==> src/rtl/cpu_pkg.sv <==
// Shared definitions for the stack CPU and its memory-side helpers.
// Holds default widths, the opcode map and the dump reader state type.
package cpu_pkg;

  localparam int CPU_ADDR_W = 8;
  localparam int CPU_DATA_W = 8;

  localparam logic [3:0] OP_PUSHC = 4'b0000;
  localparam logic [3:0] OP_PUSHM = 4'b0001;
  localparam logic [3:0] OP_POP   = 4'b0010;
  localparam logic [3:0] OP_HALT  = 4'b0011;
  localparam logic [3:0] OP_ADD   = 4'b0110;
  localparam logic [3:0] OP_SUB   = 4'b0111;

  typedef enum logic [1:0] {
    IDLE,
    RUN,
    DRAIN
  } dump_state_e;

endpackage

==> src/rtl/dump_fifo.sv <==
// Small synchronous FIFO holding {addr, data} words waiting for the consumer.
// The head reads as zero while empty so the outputs are clean in and after reset.
module dump_fifo #(
  parameter int WIDTH = 16,
  parameter int DEPTH = 2,
  localparam int PTR_W = (DEPTH > 1) ? $clog2(DEPTH) : 1,
  localparam int CNT_W = $clog2(DEPTH + 1)
) (
  input  logic             clk,
  input  logic             rst_n,
  input  logic             i_push,
  input  logic [WIDTH-1:0] i_data,
  input  logic             i_pop,
  output logic [WIDTH-1:0] o_head,
  output logic [CNT_W-1:0] o_occupancy,
  output logic             o_empty,
  output logic             o_full
);

  logic [WIDTH-1:0] r_mem [DEPTH];
  logic [PTR_W-1:0] r_wr_ptr;
  logic [PTR_W-1:0] r_rd_ptr;
  logic [CNT_W-1:0] r_count;
  logic             w_do_push;
  logic             w_do_pop;

  function automatic logic [PTR_W-1:0] nextPtr(input logic [PTR_W-1:0] p);
    return (p == PTR_W'(DEPTH - 1)) ? '0 : p + 1'b1;
  endfunction

  assign o_empty     = (r_count == '0);
  assign o_full      = (r_count == CNT_W'(DEPTH));
  assign o_occupancy = r_count;
  assign o_head      = o_empty ? '0 : r_mem[r_rd_ptr];

  // A pop frees the slot in the same cycle, so push-while-full is fine when popping.
  assign w_do_pop  = i_pop && !o_empty;
  assign w_do_push = i_push && (!o_full || w_do_pop);

  always_ff @(posedge clk or negedge rst_n) begin
    if (!rst_n) begin
      r_wr_ptr <= '0;
      r_rd_ptr <= '0;
      r_count  <= '0;
    end else begin
      if (w_do_push) r_wr_ptr <= nextPtr(r_wr_ptr);
      if (w_do_pop)  r_rd_ptr <= nextPtr(r_rd_ptr);
      case ({w_do_push, w_do_pop})
        2'b10:   r_count <= r_count + 1'b1;
        2'b01:   r_count <= r_count - 1'b1;
        default: r_count <= r_count;
      endcase
    end
  end

  always_ff @(posedge clk) begin
    if (w_do_push) r_mem[r_wr_ptr] <= i_data;
  end

  assert property (@(posedge clk) disable iff (!rst_n) !(i_push && o_full && !i_pop));

endmodule

==> src/rtl/mem_dump_reader.sv <==
// Streams a window of CPU memory out as (address, data) pairs over valid/ready.
// Reads are throttled so issued-but-unconsumed words never exceed the buffer depth.
module mem_dump_reader
  import cpu_pkg::*;
#(
  parameter int ADDR_W = CPU_ADDR_W,
  parameter int DATA_W = CPU_DATA_W,
  parameter int DEPTH  = 2
) (
  input  logic              clk,
  input  logic              rst_n,
  input  logic              start,
  input  logic [ADDR_W-1:0] start_addr,
  input  logic [ADDR_W:0]   length,
  output logic              busy,
  output logic              done,
  output logic              mem_rd_en,
  output logic [ADDR_W-1:0] mem_rd_addr,
  input  logic [DATA_W-1:0] mem_rd_data,
  output logic              out_valid,
  input  logic              out_ready,
  output logic [ADDR_W-1:0] out_addr,
  output logic [DATA_W-1:0] out_data
);

  localparam int CNT_W = $clog2(DEPTH + 1);

  dump_state_e r_state;
  dump_state_e w_next_state;

  logic [ADDR_W-1:0]        r_rd_ptr;
  logic [ADDR_W-1:0]        r_tag_addr;
  logic [ADDR_W:0]          r_length;
  logic [ADDR_W:0]          r_issued;
  logic                     r_inflight;
  logic                     r_done;
  logic                     w_done_next;
  logic                     w_accept;
  logic                     w_issue;
  logic                     w_last_issue;
  logic                     w_room;
  logic                     w_pop;
  logic [CNT_W-1:0]         w_occupancy;
  logic                     w_empty;
  logic                     w_full;
  logic [ADDR_W+DATA_W-1:0] w_head;

  // Ignore start in the done cycle so a back-to-back request cannot slip in.
  assign w_accept     = start && (r_state == IDLE) && !r_done;
  assign w_room       = ({1'b0, w_occupancy} + (CNT_W + 1)'(r_inflight)) < (CNT_W + 1)'(DEPTH);
  assign w_issue      = (r_state == RUN) && (r_issued < r_length) && w_room && !w_full;
  assign w_last_issue = ((r_issued + 1'b1) == r_length);
  assign w_pop        = !w_empty && out_ready;

  always_comb begin
    w_next_state = r_state;
    w_done_next  = 1'b0;
    case (r_state)
      IDLE: begin
        if (w_accept) begin
          if (length != '0) w_next_state = RUN;
          else              w_done_next  = 1'b1;
        end
      end
      RUN: begin
        if (w_issue && w_last_issue) w_next_state = DRAIN;
      end
      DRAIN: begin
        if (!r_inflight && (w_occupancy == CNT_W'(1)) && w_pop) begin
          w_next_state = IDLE;
          w_done_next  = 1'b1;
        end
      end
      default: w_next_state = IDLE;
    endcase
  end

  always_ff @(posedge clk or negedge rst_n) begin
    if (!rst_n) begin
      r_state    <= IDLE;
      r_done     <= 1'b0;
      r_inflight <= 1'b0;
      r_rd_ptr   <= '0;
      r_tag_addr <= '0;
      r_length   <= '0;
      r_issued   <= '0;
    end else begin
      r_state    <= w_next_state;
      r_done     <= w_done_next;
      r_inflight <= w_issue;
      if (w_accept) begin
        r_rd_ptr <= start_addr;
        r_length <= length;
        r_issued <= '0;
      end else if (w_issue) begin
        r_rd_ptr <= r_rd_ptr + 1'b1;
        r_issued <= r_issued + 1'b1;
      end
      if (w_issue) r_tag_addr <= r_rd_ptr;
    end
  end

  dump_fifo #(
    .WIDTH(ADDR_W + DATA_W),
    .DEPTH(DEPTH)
  ) u_fifo (
    .clk        (clk),
    .rst_n      (rst_n),
    .i_push     (r_inflight),
    .i_data     ({r_tag_addr, mem_rd_data}),
    .i_pop      (w_pop),
    .o_head     (w_head),
    .o_occupancy(w_occupancy),
    .o_empty    (w_empty),
    .o_full     (w_full)
  );

  assign busy        = (r_state != IDLE);
  assign done        = r_done;
  assign mem_rd_en   = w_issue;
  assign mem_rd_addr = r_rd_ptr;
  assign out_valid   = !w_empty;
  assign out_addr    = w_head[ADDR_W+DATA_W-1:DATA_W];
  assign out_data    = w_head[DATA_W-1:0];

endmodule
==> config.mk <==
export PLATFORM = sky130hd
export DESIGN_NAME = mem_dump_reader
export DESIGN_NICKNAME = d
export VERILOG_FILES = /design/src/rtl/cpu_pkg.sv /design/src/rtl/dump_fifo.sv /design/src/rtl/mem_dump_reader.sv
export SDC_FILE = /design/constraint.sdc
export NUM_CORES = 1
export LEC_CHECK = 0
export ABC_AREA = 1
export CORE_MARGIN = 5
export CORE_UTILIZATION = 55
export DETAILED_ROUTE_END_ITERATION = 16
export DONT_BUFFER_PORTS = 1
export PLACE_DENSITY = 0.82
export SLEW_MARGIN = 30
export SYNTH_ARGS = -nofsm -noshare
export SYNTH_HDL_FRONTEND = slang
export SYNTH_SLANG_ARGS = --single-unit
export TNS_END_PERCENT = 5
==> constraint.sdc <==
create_clock -name clk -period 1.98 [get_ports clk]
set_input_delay 0.297 -clock clk [delete_from_list [all_inputs] [get_ports clk]]
set_output_delay 0.297 -clock clk [all_outputs]
set_load 0.01 [all_outputs]
### Yosys cells after proc, flatten, opt, wreduce, memory -nomap -nowiden

Memories as Yosys holds them, arrays and structs flattened.
Index checks and enable logic that the tools add are counted.

| storage, ports and cells | value |
|---|---|
| register bits | 42 |
| memory bits (writable) | 32 |
| input bits | 29 |
| output and inout port bits | 28 |
| word-level logic and storage cells | 73 |
| memories | 1 |

Memory list:

| memory | depth | bits a word | rd ports | clocked after memory_dff | wr ports | line | text |
|---|---|---|---|---|---|---|---|
| u_fifo.r_mem | 2 | 16 | 1 | 0 | 1 | dump_fifo.sv:20 | `logic [WIDTH-1:0] r_mem [DEPTH];` |

| operators by class | value |
|---|---|
| $add $sub $neg | 7 |
| $lt $le $gt $ge | 2 |
| equal/unequal tests | 11 |
| multiplexer cells | 19 |
| reduce and logical (&&, ||, !) cells | 23 |

Operators by type and width:

| operator | number |
|---|---|
| 9-bit 2-to-1 mux | 2 |
| 16-bit 2-to-1 mux | 1 |
| 8-bit 2-to-1 mux | 2 |
| 1-bit logical AND | 11 |
| 9-bit by 1-bit adder with 9-bit output, second input constant | 1 |
| 9-bit equality test | 1 |
| 9-bit less-than comparator | 1 |
| 9-bit nonzero test | 1 |
| 8-bit by 1-bit adder with 8-bit output, second input constant | 1 |
| 2-bit 2-to-1 mux | 4 |
| 1-bit 2-to-1 mux | 7 |
| 2-bit by 1-bit equality test with 1-bit output, second input constant | 3 |
| 2-bit equality test, second input constant | 3 |
| 2-bit one-hot mux with 3 select lines | 1 |
| 2-bit nonzero test | 3 |
| 1-bit logical NOT | 4 |
| 2-bit logical NOT | 2 |
| 2-bit by 1-bit inequality test with 1-bit output, second input constant | 2 |
| 2-bit inequality test, second input constant | 2 |
| 2-bit one-hot mux with 2 select lines | 1 |
| 4-bit AND reduction | 1 |
| 2-bit by 1-bit adder with 3-bit output | 1 |
| 3-bit by 2-bit less-than comparator with 1-bit output, second input constant | 1 |
| 1-bit adder, second input constant | 2 |
| 4 further kinds | 4 |

### Logic depth before layout (Yosys ltp)

Gate-level depths: netlist of the first run.

| logic depth | value |
|---|---|
| word-level depth | 8 |
| gate-level depth with buffers | 16 |
| mapped depth without buffers | 15 |

### Modules after synthesis

From an unflattened synthesis of the first run, not the netlist that was laid out.

| second synthesis, totals | value |
|---|---|
| cell total of the unflattened synthesis | 430 |
| area total of the unflattened synthesis | 3,746.1 µm² |

Modules (own cells, without submodules):

| module | instances | cells each | area each (µm²) | sequential area each (µm²) |
|---|---|---|---|---|
| mem_dump_reader | 1 | 316 | 2,313.5 | 950.9 |
| dump_fifo | 1 | 114 | 1,432.6 | 1,061.0 |

### Least setup slack after synthesis of the first run

Ideal clock, no wire load.

| timing | value |
|---|---|
| path type | reg-to-reg |
| from | reg u_fifo.r_count[0] (netlist: u_fifo.o_occupancy[0]) |
| to | mem u_fifo.r_mem[1][0] (enable) |
| setup time | 0.390 ns |
| arrival | 1.796 ns |
| data required time | 1.590 ns |
| path slack | -0.206 ns |
| stages on the path, launching flop included | 8 |
| path buffers | 0 |
| period minus slack after synthesis | 2.186 ns |
| cells stage by stage | dfrtp_1 inv_1 ha_1 inv_1 nand2_1 nand2_1 nand2_1 nor2_1 |

| on the way | value |
|---|---|
| word-level cells in the longest chain between the ends | 8 |
| elaborated cells between the ends (all ways) | 10 |
| classes of those cells | eq/ne (1); mux (2); reduce/logical (7) |

Ends and longest elaborated chain:

| what | line | text |
|---|---|---|
| start: declaration | dump_fifo.sv:23 | `logic [CNT_W-1:0] r_count;` |
| start signal: assignment | dump_fifo.sv:49 | `2'b10: r_count <= r_count + 1'b1;` |
| start signal: assignment | dump_fifo.sv:50 | `2'b01: r_count <= r_count - 1'b1;` |
| start signal: assignment | dump_fifo.sv:51 | `default: r_count <= r_count;` |
| 2-bit logical NOT | dump_fifo.sv:31 | `assign o_empty = (r_count == '0);` |
| 1-bit logical NOT | dump_fifo.sv:37, mem_dump_reader.sv:53 |  |
| 1-bit logical AND | mem_dump_reader.sv:53 | `assign w_pop = !w_empty && out_ready;` |
| 1-bit logical AND | dump_fifo.sv:37 | `assign w_do_pop = i_pop && !o_empty;` |
| 1-bit logical OR * | dump_fifo.sv:38 | `assign w_do_push = i_push && (!o_full \|\| w_do_pop);` |
| 1-bit logical AND * | dump_fifo.sv:38 |  |
| 1-bit 2-to-1 mux * | dump_fifo.sv:57 | `if (w_do_push) r_mem[r_wr_ptr] <= i_data;` |
| 1-bit 2-to-1 mux (implied by the code) * | dump_fifo.sv:57 |  |
| end: declaration | dump_fifo.sv:20 |  |

Every way passes the cells marked *; elsewhere a longest branch is shown, timed or not.

### Worst setup path in the final report of the first run

| timing | value |
|---|---|
| from | reg r_length[3] |
| to | out mem_rd_en |

| on the way | value |
|---|---|
| word-level cells in the longest chain between the ends | 4 |

Ends and longest elaborated chain:

| what | line | text |
|---|---|---|
| start: declaration | mem_dump_reader.sv:33 | `logic [ADDR_W:0] r_length;` |
| start signal: assignment | mem_dump_reader.sv:93 | `r_length <= length;` |
| 9-bit less-than comparator | mem_dump_reader.sv:51 | `assign w_issue = (r_state == RUN) && (r_issued < r_length) && w_room && !w_full;` |
| 1-bit logical AND (3 in a row) | mem_dump_reader.sv:51 |  |
| end: declaration | mem_dump_reader.sv:17 | `output logic mem_rd_en,` |

No other way between the ends.

==> results of run 1 <==
## area by class of cell
type	count	area [sq um]	share of cell area, %
clock buffer	9	123.9	3.067
clock inverter	7	60.06	1.487
inverter	40	155.1	3.841
multi-input combinational	270	1401	34.70
sequential	74	2014	49.88
tap	77	96.34	2.385
timing repair buffer	22	187.7	4.647
## worst paths after layout
| check | from | end | slack [ns] | depth (start not counted) |
|---|---|---|---|---|
| max | r_length[3] | mem_rd_en | -0.08 | 12 |
| max in group asynchronous | rst_n | r_issued[2] | 1.38 | 2 |
| min in group asynchronous | rst_n | r_length[0] | 0.38 | 2 |
| max reg2reg | r_length[3] | mem_rd_addr[6] | 0.07 | 15 |
| min | mem_rd_data[7] | u_fifo.r_mem[0][7] | 0.03 | 0 |
| min reg2reg | r_tag_addr[1] | u_fifo.r_mem[1][9] | 0.49 | 0 |
## worst max-delay path, delay by kind of cell (launching register included)
| kind | cells | cell delay (ns) |
|---|---|---|
| fa+ha+maj | 1 | 0.27 |
| flops | 1 | 0.39 |
| simple gates | 8 | 0.50 |
| buf+inv | 3 | 0.23 |
## sequential cells by signal, summed over array words and instances (netlist names)
| name | cells |
|---|---|
| done | 1 |
| mem_rd_addr | 8 |
| r_state | 2 |
| r_length | 9 |
| u_fifo.r_wr_ptr | 1 |
| r_issued | 9 |
| r_inflight | 1 |
| u_fifo.r_rd_ptr | 1 |
| u_fifo.r_mem | 32 |
| r_tag_addr | 8 |
| u_fifo.o_occupancy | 2 |
## repair_timing
action,CTS,global route
hold buffers,2,0
pin swaps,2,2
resized for setup,13,6
buffers inserted,7,0
endpoints found under the hold margin,42,0
setup endpoints to repair,16,37
## cell usage after synthesis (2+ instances only)
library cell  instances
o211ai_1              2
a21oi_1               7
clkbuf_1              3
nand2_2               3
inv_1                36
ha_1                 14
o22ai_1               7
nand2_1              96
nor3_1                3
nand3_1              19
dfrtp_1              42
o21ai_0              39
buf_2                 6
clkinv_1              2
edfxtp_1             32
inv_2                 2
nand4_1               4
nor2_1               58
xor2_1                8
## report_power, final
part           leakage [uW]  internal [uW]  switching [uW]  total, uW
clock network     0.0000848            476             638       1110
logic              0.000881           1190            2060       3250
registers          0.000820           2210             400       2610
## kinds of logic after synthesis
group,after synthesis
DFF,74
buffers and inverters,50
xor gates and xnor gates,8
and+or+nand+nor,189
AOI/OAI and AO/OA,59
adders and majority gates,14
## through the flow
stage	setup slack [ns]	hold WS [ns]	TNS (ns)	total power (uW)	instance area, sq um
after floorplan	-0.1889	0.001409	-3.022	4674	3561
after global placement	0.1621	0.003436	0	5379	3711
after detailed placement	0.06949	0.003061	0	5567	3711
after CTS	-0.06381	0.02057	-0.4016	6935	4024
after global routing	-0.2013	0.005584	-2.596	7553	4039
final	-0.07852	0.03064	-0.07852	6975	4039
## metal layers
metal  up-vias  global-route usage [%]  share of wire, %
met2       114                   33.48                49
met3        22                   7.833               8.5
li1       1340                       -                 -
met4         0                   6.948               2.3
met1      1251                   24.51                40
met5         -                       0                 0
==> key figures, run 1 <==
Yosys
  – Post-Syn Instances: 394
  – Main synth FF type: dfrtp_1
  – Sequential fraction of the synthesis area: 56.54%
  – Mapped Area: about 3600 sq um
  – Post-synthesis mux area share: 0%
  – FF+latch count, synth: 74
  – Post-synth ARST share: 56.76%
  – Main combinational cell family by area after synthesis: simple AND/OR/NAND/NOR gates
  – Simple-gate share of the synthesized area: 22.01%
  – Synthesized area per cell: 9.032 sq um
  – Syn Nets: 437
  – Netlist cell types: 30
  – Ys Warns: 0
  – Largest cells by area after synthesis: dfrtp_1 (30%), edfxtp_1 (27%), nand2_1 (10%)
  – Synth Area in XOR/XNOR: 1.969%
  – EDFF count, synth: 32
  – Adder-cell area share of the yosys netlist: 4.923%
  – Compound-Gate Fraction of Synth Area: 8.966%
  – Top cell type's share of synthesized area: 29.54%
  – Post-synth top area cell: dfrtp_1

Timing
  – Worst Slack Setup Final: -0.07852 ns
  – RSZ-0062 raised after global routing: true
  – Final Hold Fails: 0
  – Worst-Margin Slew: 0.4643 ns
  – Tcrit/Tclk final: 104.0%
  – Fmax achieved: 485.8 MHz
  – # setup viols final: 1
  – Slew headroom: 68.85%
  – Minimum clock period: ~2.1 ns
  – Fin. max-slew vios: 0
  – Worst Skew: 0.008545 ns

Detailed routing
  – First-pass DRT Iterations: 5
  – Post-route ant nets: 0
  – 1st-iter DRT viols: 138
  – Residual DRC count: 0
  – Average wire per standard cell: 15.83 um
  – Post-Route WL: 7898 um
  – Via density per instance: 5.465
  – Vias: 2727

Setup path
  – Critical Path Max Stage Delay: 0.39 ns
  – Critical path arrival: approximately 1.8 ns
  – Crit end category: output pin
  – CP Cell Sequence: inv_2 -> ha_1 -> nand2_1 -> nor2_1 -> nand2_1 -> nand2_1 -> nand2_1 -> nand2_1 -> nand2_2 -> nand2_4 -> clkinv_4 -> buf_6
  – Worst path slowest cell: dfrtp_1
  – Worst-path fanout max: 7
  – CP Class: reg -> out
  – Type of origin of the critical path: flop
  – Crit path required time: 1.68 ns
  – Most frequent CP cell: nand2_1

Global route
  – Largest net degree at the start of global routing: 43
  – First-pass GRT wire length: approximately 13000 um
  – Total congestion overflow: 0
  – Vias in the first global route: between 2000 and 3000
  – Initial antenna violation count: 0
  – Gr usage total: 20.37%

Die
  – Die height: 90.44 um
  – # IOs: 57
  – Core area: approximately 6300 sq um
  – Starting Density: 56.36%
  – Cell Rows: 29
  – Chip width: between 90 and 100 um
  – Die area: 8178 sq um

Clock network
  – CTS Buffer Depth: 2
  – CTS buffer count: 9
  – H-tree depth: 3
  – Clock Latency Late Sink: 0.36 ns
  – CTS Sinks: 74
  – Clk slew on worst S/H paths: about 0.080 ns
  – Clock root buffer: clkbuf_8
  – CTS tree: yes

Cells and area
  – Ratio of cells with drive above 1 in the final layout: 15.40%
  – Most common cell after layout, fill and taps aside: nand2_1
  – Antenna diodes: 0
  – Finished Core Util: between 60% and 70%
  – Area Growth Syn to Fin: 13.50%
  – Final Non-Filler Cells: 499
  – Layout Nets: 460
  – Commonest non-fill, non-tap cells in the layout: nand2_1 (94), nor2_1 (54), dfrtp_1 (40)
  – Fillers: approximately 520

Placement
  – Port-buffer cells: 0
  – GP Congestion: 0.8733
  – Inst Count DP: 474
  – DP Wirelength: 5760 um

Run status
  – Violated checks: negative setup slack
  – Status: finished, violations left

Job
  – Max-cap violations: 0

Power and ir drop
  – P_leak: 0.001786 uW
  – VDD IR-drop max: 0.0009429 V
  – P per Cell Area: 1727 nW/um^2

Min path
  – HP Class: in -> reg
(Power assumes the default switching activity.)
==> inputs of run 2 (changes only) <==
--- a/config.mk
+++ b/config.mk
@@ -10,6 +10,7 @@
 export CORE_UTILIZATION = 55
 export DETAILED_ROUTE_END_ITERATION = 16
 export DONT_BUFFER_PORTS = 1
+export HOLD_SLACK_MARGIN = 0.15
 export PLACE_DENSITY = 0.82
 export SLEW_MARGIN = 30
 export SYNTH_ARGS = -nofsm -noshare
==> constraint.sdc (replaced) <==
create_clock -name clk -period 1.98 [get_ports clk]
set_input_delay 0.198 -clock clk [delete_from_list [all_inputs] [get_ports clk]]
set_output_delay 0.198 -clock clk [all_outputs]
set_load 0.01 [all_outputs]
==> key figures, run 2 (synthesis gave the netlist of run 1 again) <==
Cells and area
  – Commonest non-fill, non-tap cells in the layout: nand2_1 (94), nor2_1 (53), dfrtp_1 (42)
  – Layout Nets: 488
  – Finished Core Util: 68.93%
  – Antenna diodes: 0
  – Largest register FFs: 32
  – Most common cell after layout, fill and taps aside: nand2_1
  – Ratio of cells with drive above 1 in the final layout: approximately 15%
  – Area Growth Syn to Fin: 22.29%
  – Top reg by flops: u_fifo.r_mem
  – Fillers: between 400 and 500
  – Largest regs: u_fifo.r_mem: 32 flops, r_issued: 9 flops, r_length: 9 flops

Clock network
  – CTS Buffer Depth: 2
  – H-tree depth: 3
  – CTS buffer count: 9
  – Clock root buffer: clkbuf_8
  – CTS Sinks: 74
  – Clock Latency Late Sink: 0.35 ns
  – CTS tree: yes
  – Clk slew on worst S/H paths: 0.09 ns

Timing
  – # setup viols final: 1
  – Setup TNS: -0.01420 ns
  – Worst Skew: 0.005900 ns
  – Worst-Margin Slew: 0.5133 ns
  – Minimum clock period: 1.994 ns
  – Final Hold Fails: 0
  – Fmax achieved: 501.5 MHz
  – Worst Slack Setup Final: -0.01420 ns
  – RSZ-0062 raised after global routing: true
  – Fin. max-slew vios: 0
  – Tcrit/Tclk final: 100.7%
  – Slew headroom: ~66%

Detailed routing
  – Post-route ant nets: 0
  – Average wire per standard cell: between 15 and 20 um
  – Vias: 2913
  – First-pass DRT Iterations: 5
  – Via density per instance: 5.528
  – Post-Route WL: 8844 um
  – 1st-iter DRT viols: 175
  – Residual DRC count: 0

Die
  – # IOs: 57
  – Chip width: 90.44 um
  – Starting Density: between 50 and 60%
  – Die height: 90.44 um
  – Die area: approximately 8200 sq um
  – Core area: 6314 sq um
  – Cell Rows: 29

Setup path
  – Critical path arrival: ~1.8 ns
  – Crit end category: output pin
  – Type of origin of the critical path: flop
  – Crit path required time: 1.78 ns
  – Worst-path fanout max: 4
  – CP Class: reg -> out

Global route
  – Gr usage total: between 20% and 30%
  – Vias in the first global route: approximately 3000
  – Largest net degree at the start of global routing: 43
  – First-pass GRT wire length: around 15000 um
  – Initial antenna violation count: 0
  – Total congestion overflow: 0

Placement
  – DP Wirelength: ~5800 um
  – GP Congestion: 0.9349
  – Port-buffer cells: 0
  – Post-place setup slack: 0.002184 ns

Power and ir drop
  – VDD IR-drop max: 0.001033 V
  – P per Cell Area: approximately 1700 nW/um^2
  – P_leak: 0.001921 uW

Run status
  – Violated checks: negative setup slack
  – Status: finished, violations left

Job
  – Max-cap violations: 0

Min path
  – HP Class: in -> reg
[run 2: final timing paths]
check                                            to  cells past startpoint          start  slack [ns]
worst max-delay path                      mem_rd_en                     12    r_length[1]       -0.01
worst min-delay path                           done                      5      length[8]        0.20
worst max register to register           r_state[0]                     15    r_length[1]        0.07
worst min register to register  u_fifo.r_mem[1][11]                      0  r_tag_addr[3]        0.49
max in group asynchronous               r_length[8]                      2          rst_n        1.46
min in group asynchronous            mem_rd_addr[0]                      2          rst_n        0.31
[run 2: metrics by stage]
stage	instances	instance area, sq um	power (uW)	hold slack [ns]
after global routing	527	4352	7857	0.2017
after detailed placement	476	3726	5583	-0.09597
after CTS	526	4310	7137	0.1776
after global placement	476	3726	5405	-0.09559
after floorplan	394	3561	4674	-0.09759
final	527	4352	7285	0.1980
[run 2: routing by layer]
layer	part of all wire (%)	GRT usage, %
met1	40	25.89
met2	51	38.41
met3	5.8	5.250
met4	2.9	9.926
met5	0	0
[run 2: worst max-delay path, stage by stage, from the launching register on]
cell and delay [ns]:
dfrtp_1 0.37, inv_2 0.06, ha_1 0.30, nand2_1 0.07
nand2_2 0.07, nand2_1 0.05, nand2_1 0.06, nand2_1 0.05
nand2_1 0.05, nand2_1 0.06, nand2_2 0.11, clkinv_4 0.08
buf_6 0.12
[run 2: area by class of cell]
cell class              instances  area [sq um]  area share [%]
inverters                      40         155.1           3.565
flip-flops and latches         74          2012           46.23
clock buffers                   9         123.9           2.846
repair buffers                 50         462.9           10.64
multi-input cells             270          1415           32.52
well taps                      77         96.34           2.214
clock inverters                 7         86.33           1.984
[run 2: timing repair]
action / 4_1_cts / 5_1_grt
pin swaps: 5 / 6
hold buffers: 28 / 0
setup endpoints to repair: 1 / 32
gates cloned: 0 / 0
buffers inserted: 6 / 2
resized for setup: 9 / 10
endpoints found under the hold margin: 78 / 0
[run 2: report_power, final]
group | internal (uW) | leakage [uW] | total [uW] | switching (uW)
clock | 608 | 0.000104 | 1240 | 629
combinational | 1260 | 0.000995 | 3440 | 2180
sequential | 2210 | 0.000822 | 2610 | 396
